$ cat src/rtl/bp_commit_trace_arbiter.sv
// bp_commit_trace_arbiter
// Gathers commit packets from several cores into small per-core FIFOs,
// tags each commit with a per-core 30-bit instruction tag, and drains
// the non-empty FIFOs round-robin onto a single valid/ready trace port.
//
// Handshake: trace_v_o is raised whenever any FIFO holds a packet and the
// presented fields stay tied to the selected FIFO head; a packet is
// transferred (and popped) on the rising edge where trace_v_o and
// trace_ready_i are both high. trace_v_o does not depend on trace_ready_i.
module bp_commit_trace_arbiter #(
    parameter int num_core_p       = 2,
    parameter int vaddr_width_p    = 39,
    parameter int instr_width_p    = 32,
    parameter int dword_width_p    = 64,
    parameter int reg_addr_width_p = 5,
    parameter int fifo_els_p       = 4,
    localparam int core_w_lp       = (num_core_p > 1) ? $clog2(num_core_p) : 1
) (
    input  logic                                     clk_i,
    input  logic                                     reset_i,
    input  logic                                     freeze_i,
    input  logic [num_core_p-1:0]                    commit_v_i,
    input  logic [num_core_p*vaddr_width_p-1:0]      commit_pc_i,
    input  logic [num_core_p*instr_width_p-1:0]      commit_instr_i,
    input  logic [num_core_p-1:0]                    rd_w_v_i,
    input  logic [num_core_p*reg_addr_width_p-1:0]   rd_addr_i,
    input  logic [num_core_p*dword_width_p-1:0]      rd_data_i,
    output logic                                     trace_v_o,
    input  logic                                     trace_ready_i,
    output logic [core_w_lp-1:0]                     trace_core_o,
    output logic [vaddr_width_p-1:0]                 trace_pc_o,
    output logic [instr_width_p-1:0]                 trace_instr_o,
    output logic                                     trace_rd_w_v_o,
    output logic [reg_addr_width_p-1:0]              trace_rd_addr_o,
    output logic [dword_width_p-1:0]                 trace_rd_data_o,
    output logic [29:0]                              trace_itag_o,
    output logic [num_core_p-1:0]                    overflow_o
);

    localparam int itag_w_lp = 30;
    localparam int ptr_w_lp  = $clog2(fifo_els_p);
    localparam int cnt_w_lp  = ptr_w_lp + 1;
    localparam logic [cnt_w_lp-1:0] full_cnt_lp = cnt_w_lp'(fifo_els_p);

    typedef struct packed {
        logic [vaddr_width_p-1:0]    pc;
        logic [instr_width_p-1:0]    instr;
        logic                        rd_w_v;
        logic [reg_addr_width_p-1:0] rd_addr;
        logic [dword_width_p-1:0]    rd_data;
        logic [itag_w_lp-1:0]        itag;
    } pkt_t;

    // Architectural state
    logic [num_core_p-1:0][itag_w_lp-1:0] r_itag;
    pkt_t                                 r_mem   [num_core_p][fifo_els_p];
    logic [ptr_w_lp-1:0]                  r_wptr  [num_core_p];
    logic [ptr_w_lp-1:0]                  r_rptr  [num_core_p];
    logic [cnt_w_lp-1:0]                  r_cnt   [num_core_p];
    logic [core_w_lp-1:0]                 r_rr_ptr;
    logic [num_core_p-1:0]                r_overflow;

    // Per-core decode and arbitration wires
    pkt_t                   w_in_pkt [num_core_p];
    logic [num_core_p-1:0]  w_count;
    logic [num_core_p-1:0]  w_full;
    logic [num_core_p-1:0]  w_nonempty;
    logic [num_core_p-1:0]  w_enq;
    logic [num_core_p-1:0]  w_drop;
    logic [num_core_p-1:0]  w_deq;
    logic [core_w_lp-1:0]   w_sel;
    logic [core_w_lp-1:0]   w_rr_nxt;
    logic                   w_fire;
    pkt_t                   w_head;

    // Unpack the flat commit buses and classify each core's commit for this cycle.
    // Full/empty come from the occupancy at the start of the cycle, so a
    // same-cycle pop never makes room for a push into a full FIFO.
    always_comb begin
        for (int c = 0; c < num_core_p; c++) begin
            w_in_pkt[c].pc      = commit_pc_i[c*vaddr_width_p +: vaddr_width_p];
            w_in_pkt[c].instr   = commit_instr_i[c*instr_width_p +: instr_width_p];
            w_in_pkt[c].rd_w_v  = rd_w_v_i[c];
            w_in_pkt[c].rd_addr = rd_addr_i[c*reg_addr_width_p +: reg_addr_width_p];
            w_in_pkt[c].rd_data = rd_data_i[c*dword_width_p +: dword_width_p];
            w_in_pkt[c].itag    = r_itag[c];
            w_count[c]          = commit_v_i[c] & ~freeze_i;
            w_full[c]           = (r_cnt[c] == full_cnt_lp);
            w_nonempty[c]       = (r_cnt[c] != '0);
            w_enq[c]            = w_count[c] & (|w_in_pkt[c].pc) & ~w_full[c];
            w_drop[c]           = w_count[c] & (|w_in_pkt[c].pc) & w_full[c];
        end
    end

    // Pick the first non-empty FIFO at or after the round-robin pointer, wrapping.
    always_comb begin
        int   idx;
        logic found;
        idx   = 0;
        found = 1'b0;
        w_sel = '0;
        for (int i = 0; i < num_core_p; i++) begin
            idx = int'(r_rr_ptr) + i;
            if (idx >= num_core_p) idx = idx - num_core_p;
            if (!found && w_nonempty[core_w_lp'(idx)]) begin
                found = 1'b1;
                w_sel = core_w_lp'(idx);
            end
        end
    end

    // Next round-robin pointer: one past the core just served, wrapping.
    always_comb begin
        int nxt;
        nxt = int'(w_sel) + 1;
        if (nxt >= num_core_p) nxt = 0;
        w_rr_nxt = core_w_lp'(nxt);
    end

    // Handshake and the one-hot pop that follows from it.
    always_comb begin
        w_fire = trace_v_o & trace_ready_i;
        for (int c = 0; c < num_core_p; c++) begin
            w_deq[c] = w_fire & (w_sel == core_w_lp'(c));
        end
    end

    assign trace_v_o       = |w_nonempty;
    assign w_head          = r_mem[w_sel][r_rptr[w_sel]];
    assign trace_core_o    = w_sel;
    assign trace_pc_o      = w_head.pc;
    assign trace_instr_o   = w_head.instr;
    assign trace_rd_w_v_o  = w_head.rd_w_v;
    assign trace_rd_addr_o = w_head.rd_addr;
    assign trace_rd_data_o = w_head.rd_data;
    assign trace_itag_o    = w_head.itag;
    assign overflow_o      = r_overflow;

    // Pointers, occupancy, itag counters, sticky overflow and the arbitration pointer.
    always_ff @(posedge clk_i) begin
        if (reset_i) begin
            for (int c = 0; c < num_core_p; c++) begin
                r_wptr[c] <= '0;
                r_rptr[c] <= '0;
                r_cnt[c]  <= '0;
            end
            r_itag     <= '0;
            r_rr_ptr   <= '0;
            r_overflow <= '0;
        end else begin
            for (int c = 0; c < num_core_p; c++) begin
                if (w_count[c]) r_itag[c] <= r_itag[c] + itag_w_lp'(1);
                if (w_enq[c])   r_wptr[c] <= r_wptr[c] + ptr_w_lp'(1);
                if (w_deq[c])   r_rptr[c] <= r_rptr[c] + ptr_w_lp'(1);
                if (w_enq[c] && !w_deq[c]) begin
                    r_cnt[c] <= r_cnt[c] + cnt_w_lp'(1);
                end else if (!w_enq[c] && w_deq[c]) begin
                    r_cnt[c] <= r_cnt[c] - cnt_w_lp'(1);
                end
                if (w_drop[c]) r_overflow[c] <= 1'b1;
            end
            if (w_fire) r_rr_ptr <= w_rr_nxt;
        end
    end

    // FIFO storage: no reset needed, contents are only read behind a non-zero count.
    always_ff @(posedge clk_i) begin
        for (int c = 0; c < num_core_p; c++) begin
            if (w_enq[c]) r_mem[c][r_wptr[c]] <= w_in_pkt[c];
        end
    end

endmodule

$ cat config.mk
export PLATFORM = sky130hd
export DESIGN_NAME = bp_commit_trace_arbiter
export DESIGN_NICKNAME = d
export VERILOG_FILES = /design/src/rtl/bp_commit_trace_arbiter.sv
export SDC_FILE = /design/constraint.sdc
export NUM_CORES = 2
export LEC_CHECK = 0
export CAP_MARGIN = 20
export CORE_ASPECT_RATIO = 0.6
export CORE_MARGIN = 10
export CORE_UTILIZATION = 50
export DETAILED_ROUTE_END_ITERATION = 10
export MAX_ROUTING_LAYER = met4
export PLACE_DENSITY = 0.71
export RECOVER_POWER = 50
export SYNTH_ARGS = -nofsm -noshare
export SYNTH_HDL_FRONTEND = slang
export SYNTH_SLANG_ARGS = --single-unit
$ cat constraint.sdc
create_clock -name clk_i -period 9.5 [get_ports clk_i]
set_clock_uncertainty 0.05 [all_clocks]
set_input_delay 1.9 -clock clk_i [delete_from_list [all_inputs] [get_ports clk_i]]
set_output_delay 1.9 -clock clk_i [all_outputs]
set_load 0.01 [all_outputs]
* Word-level counts from Yosys, hierarchy flattened *
Memory sizes are Yosys's and may differ from the RTL's.
Cells that the tools add are included.

cells by class
  order comparisons = 10
  eq/ne operators = 2
  reductions and logical operators = 17
  muxes and demuxes = 55
  add/sub/neg operators = 14
  bitwise operators = 26

operators by type and width
  operator                                                               number
  684-bit two-way mux                                                    2
  171-bit demux with 2-bit select                                        2
  171-bit two-way mux                                                    4
  171-bit binary-select mux with 2-bit select                            1
  39-bit OR reduction                                                    2
  30-bit by 1-bit adder with 30-bit output (second input constant)       2
  1-bit two-way mux                                                      38
  3-bit two-way mux                                                      4
  1-bit bitwise AND                                                      11
  3-bit greater-or-equal comparator (second input constant)              3
  2-bit inverter with 3-bit output                                       3
  2-bit by 1-bit adder with 2-bit output (second input constant)         4
  2-bit two-way mux                                                      4
  1-bit bitwise OR                                                       8
  1-bit logical AND                                                      7
  3-bit by 1-bit adder with 3-bit output (second input constant)         2
  3-bit == test (second input constant)                                  2
  1-bit by 3-bit < comparator with 1-bit output (second input constant)  2
  3-bit by 1-bit < comparator with 1-bit output (second input constant)  2
  3-bit nonzero test                                                     2
  3-bit by 1-bit subtractor with 3-bit output (second input constant)    2
  1-bit zero test                                                        5
  1-bit by 1-bit adder with 2-bit output (second input constant)         2
  2-bit greater-or-equal comparator (second input constant)              2
  other kinds (4)                                                        8

storage, ports and cells
  logic and storage cells = 133
  output and inout bits = 175
  RAM bits = 1382
  input bits = 288
  flip-flop bits (word level) = 63
  memories = 4

memories
  memory  depth  width  rd ports  clocked after memory_dff  wr ports  line  RTL
  r_mem   2      684    1         0                         2         56    pkt_t r_mem [num_core_p][fifo_els_p];
  r_cnt   2      3      2         0                         2         59    logic [cnt_w_lp-1:0] r_cnt [num_core_p];
  r_rptr  2      2      3         0                         2         58    logic [ptr_w_lp-1:0] r_rptr [num_core_p];
  r_wptr  2      2      2         0                         2         57    logic [ptr_w_lp-1:0] r_wptr [num_core_p];

* Logic depth before layout (Yosys ltp) *
  word-level depth = 18
  gate-level depth with buffers = 12
  depth with buffers taken out = 12

* Worst setup path before layout *
Ideal clock, no wire load.

  path type = input port to flip-flop
  from = in commit_v_i[1]
  to = mem r_mem[1][0] (netlist bit), enable pin
  arrival = 6.682 ns
  data required time = 8.898 ns
  path slack = 2.216 ns
  library setup time = 0.552 ns
  buffers on the path = 2
  cell stages on the path = 5
  path through = nor2b_1 clkbuf_1 o311a_1 clkbuf_1 and2_1

RTL lines
  element             line  RTL
  start: declaration  22    input logic [num_core_p-1:0] commit_v_i,
  end: declaration    56

==> impl_metrics.csv <==
group,metric,value,unit
status,outcome,"complete, but fails checks",
status,violations,"max-capacitance violations, max-slew violations",
die,initial_utilization,0.5067,
power_and_ir_drop,ir_drop,192.2,uV
routing,avgViaCountPerCell,5.565,
cts,clock_latency,740,ps
sta,rsz0062_at_grt,"no",
synthesis,yosysWarnings,0,
cts,clk_pin_slew,60,ps
synthesis,synth_nets,4945,
synthesis,synth_top_area_share,0.7269,
worst_setup_path,worstPathArrival,8200,ps
power_and_ir_drop,power_switching,0.005457,W
power_and_ir_drop,clkPwrFrac,0.290,
worst_setup_path,endpoint_kind,"register",
cts,cts_resized,0,
die,die_y,281.7,um
power_and_ir_drop,seq_power_share,0.425,
worst_setup_path,critPathSlowestCell,"and2_0",
power_and_ir_drop,power,0.01730,W
die,dieArea,128500,um2
die,die_width,456.2,um
finish,fillCellCount,8763,
sta,tightest_slew,3580,ps
worst_setup_path,reg2reg_setup_slack,3630,ps
synthesis,netlist-cell-type-count,42,
worst_setup_path,cpPeakStageDelay,2650,ps
finish,area_growth_syn_to_layout,17.39,%
worst_setup_path,worst-setup-path-type,"in2reg",
cts,cts_made_buffers,132,
global_route,grt_max_degree,199,
die,rows,95,
place,dpl.hpwl,81490,um
routing,first_pass_iters,6,
routing,ant_nets,0,
power_and_ir_drop,swShare,0.3153,
power_and_ir_drop,power_frac_comb,0.285,
synthesis,yosysSeqAreaShare,0.7490,
global_route,grt_pass1_vias,35350,
finish,layout-drive-gt1-share,0.04451,
worst_setup_path,crit_required,9810,ps
cts,clock-sinks,1445,
global_route,grt_first_pass_wirelength,222000,um
worst_setup_path,worstPathMaxFanout,40,
synthesis,ys_ff_latch,1445,
power_and_ir_drop,p_per_area,258.2,nW/um2
cts,cts_tree,"done",
worst_setup_path,path_cells,"dlygate4sd3_1 > nor4_1 > nand4_1 > nor3_1 > clkbuf_1 > nor3_1 > clkbuf_1 > and2_0 > buf_4 > buf_4",
worst_setup_path,crit_buf_inv,5,
die,coreArea,112700,um2
routing,drc,0,
worst_setup_path,critPathLaunchType,"input pin",
routing,drt_wl_total,147700,um
global_route,grt_overflow,0,
synthesis,yosys.area.top_type,"edfxtp_1",
synthesis,syn_inst,4643,
power_and_ir_drop,p_int,0.01185,W
sta,hold_viol_final,0,
power_and_ir_drop,power.leakage,23.69,nW
finish,post-route-util,0.5948,
synthesis,synth_area,57090,um2
worst_hold_path,min_path_type,"reg2reg",
cts,cts_buffer_depth,3,
sta,period_needed,7883,ps
cts,cts_root_buf,"clkbuf_16",
sta,maxSlewViolCount,126,
cts,cts.repair_timing.setup_buffer_count,0,
cts,htree_num_levels,4,
routing,via_count,37070,
sta,min_period_over_period,0.8298,
global_route,gr-usage-all-layers,0.2303,
place,portBuffers,462,
flow_run,max-cap-violations,3,
routing,avgRoutedWirePerCell,22.18,um
place,placed_cell_area,62910,um2
finish,fin_area,67020,um2
sta,tns,0,ps
sta,setup_viol,0,
synthesis,synth.area.top_cells,"edfxtp_1, nand2_1, nand3_1",
sta,slew_headroom,-1.388,
place,gp_congestion,0.7876,
global_route,antenna_found_initial,63,
cts,hold_buffers,0,
synthesis,syn_area_per_cell,12.30,um2
sta,fmax,126.9,MHz
routing,drt-initial-drc-count,4490,
die,ioPinCount,463,
finish,nets,5309,
worst_setup_path,cp_top_family,"simple AND/OR/NAND/NOR gates",
==> final timing paths <==
kind	cells after the start	endpoint	from
setup / recovery	10	r_mem[0][580]	commit_pc_i[38]
setup reg to reg	6	r_mem[0][580]	r_cnt[0][2]
hold reg to reg	2	overflow_o[0]	overflow_o[0]
hold / removal	2	overflow_o[0]	overflow_o[0]
==> registers in the layout, summed over array words and instances (netlist names) <==
signal / cells
r_wptr: 4
r_cnt: 6
r_mem: 1368
overflow_o: 2
r_itag: 60
r_rptr: 4
r_rr_ptr: 1
==> cells in the mapped netlist <==
cell type,count
mux2i_1,2
clkbuf_1,105
xor2_1,33
or2_2,3
o311a_1,2
a22oi_1,1
o211ai_1,3
nor2_1,73
a211oi_1,1
o32ai_1,1
nor3b_1,1
o2bb2ai_1,1
xnor2_1,20
nand3_1,873
o31ai_1,1
dfxtp_1,63
nand2b_1,2
nor3_1,10
nor2b_1,4
nand3b_1,2
buf_4,3
edfxtp_1,1382
o21a_1,2
ha_1,13
nand4_1,20
o21ai_0,14
buf_1,12
o21ai_1,171
and4_1,5
inv_1,15
and3_1,13
buf_2,155
and2_1,13
fa_1,1
or3_1,14
mux2i_4,2
inv_2,1
a21oi_1,14
nand2_1,1571
nor4_1,19
mux2_2,1
and3b_1,1
==> worst reg2reg max path, cell delays in order, from the launching register on <==
cell and delay [ps]:
edfxtp_1 410, nor3b_1 210, nor3_1 190, clkbuf_1 400, and2_0 2650, buf_4 840, buf_4 700
==> layout make-up <==
cell class                 count  area, um2  share of cell area
sequential                  1445      42760              0.6380
multi-input combinational   2907      13070              0.1950
inverter                      16      67.56            0.001008
antenna                       57      142.6            0.002128
tap                         1503       1881             0.02806
timing repair buffer         505       5135             0.07662
clock buffer                 166       3525             0.05259
clock inverter                61      439.2            0.006553
==> cells by family (layout without fill, tap and decap cells) <==
kind of cell / after synthesis / count (layout) / share of synthesized area
AO/OA/AOI/OAI: 211 / 211 / 0.01915
XOR/XNOR: 53 / 53 / 0.008131
adder cells (fa/ha/maj): 14 / 14 / 0.003200
buffers and inverters: 291 / 748 / 0.02273
flip-flops: 1445 / 1445 / 0.7490
multiplexers: 5 / 5 / 0.001337
other: 0 / 57 / 0
AND/OR/NAND/NOR: 2624 / 2624 / 0.1965
==> layer usage <==
| metal | routed length (um) | track usage | share of wire |
|---|---|---|---|
| met5 | 0 | - | 0 |
| met4 | 3354 | 0.08445 | 0.023 |
| met3 | 11720 | 0.04427 | 0.079 |
| met2 | 69230 | 0.3409 | 0.47 |
| met1 | 63430 | 0.3186 | 0.43 |
==> power by group through the flow <==
stage / clock network [W] / registers (W) / logic [W]
floorplan: 0 / 0.00753 / 0.00280
global placement: 0 / 0.00749 / 0.00493
finish: 0.00501 / 0.00736 / 0.00493
global route: 0.00537 / 0.00738 / 0.00543
CTS: 0.00510 / 0.00736 / 0.00501
detailed placement: 0 / 0.00749 / 0.00498
==> metrics by stage <==
step	hold WS [ps]	instances	setup WS, ps
finish	419.6	6660	1617
global route	450.0	6651	1315
CTS	434.4	6602	1658
detailed placement	421.2	6375	2468
global placement	400.4	6375	2466
floorplan	390.2	4643	2216
==> cells in the final DEF (no fill, tap or decap), types with 13 or more instances in the layout <==
cell | netlist | layout
clkinv_1 | 0 | 26
dfxtp_1 | 63 | 63
xnor2_1 | 20 | 20
clkdlybuf4s50_1 | 0 | 175
buf_12 | 0 | 15
clkbuf_1 | 105 | 32
edfxtp_1 | 1382 | 1382
diode_2 | 0 | 57
o21ai_1 | 171 | 171
or3_1 | 14 | 14
and3_1 | 13 | 13
nand4_1 | 20 | 20
o21ai_0 | 14 | 14
ha_1 | 13 | 13
inv_1 | 15 | 15
clkinv_2 | 0 | 20
xor2_1 | 33 | 33
nor4_1 | 19 | 19
a21oi_1 | 14 | 14
buf_4 | 3 | 23
clkbuf_16 | 0 | 135
nand2_1 | 1571 | 1570
dlygate4sd3_1 | 0 | 286
nor2_1 | 73 | 73
nand3_1 | 873 | 873
Power figures use the tool's default switching activity.
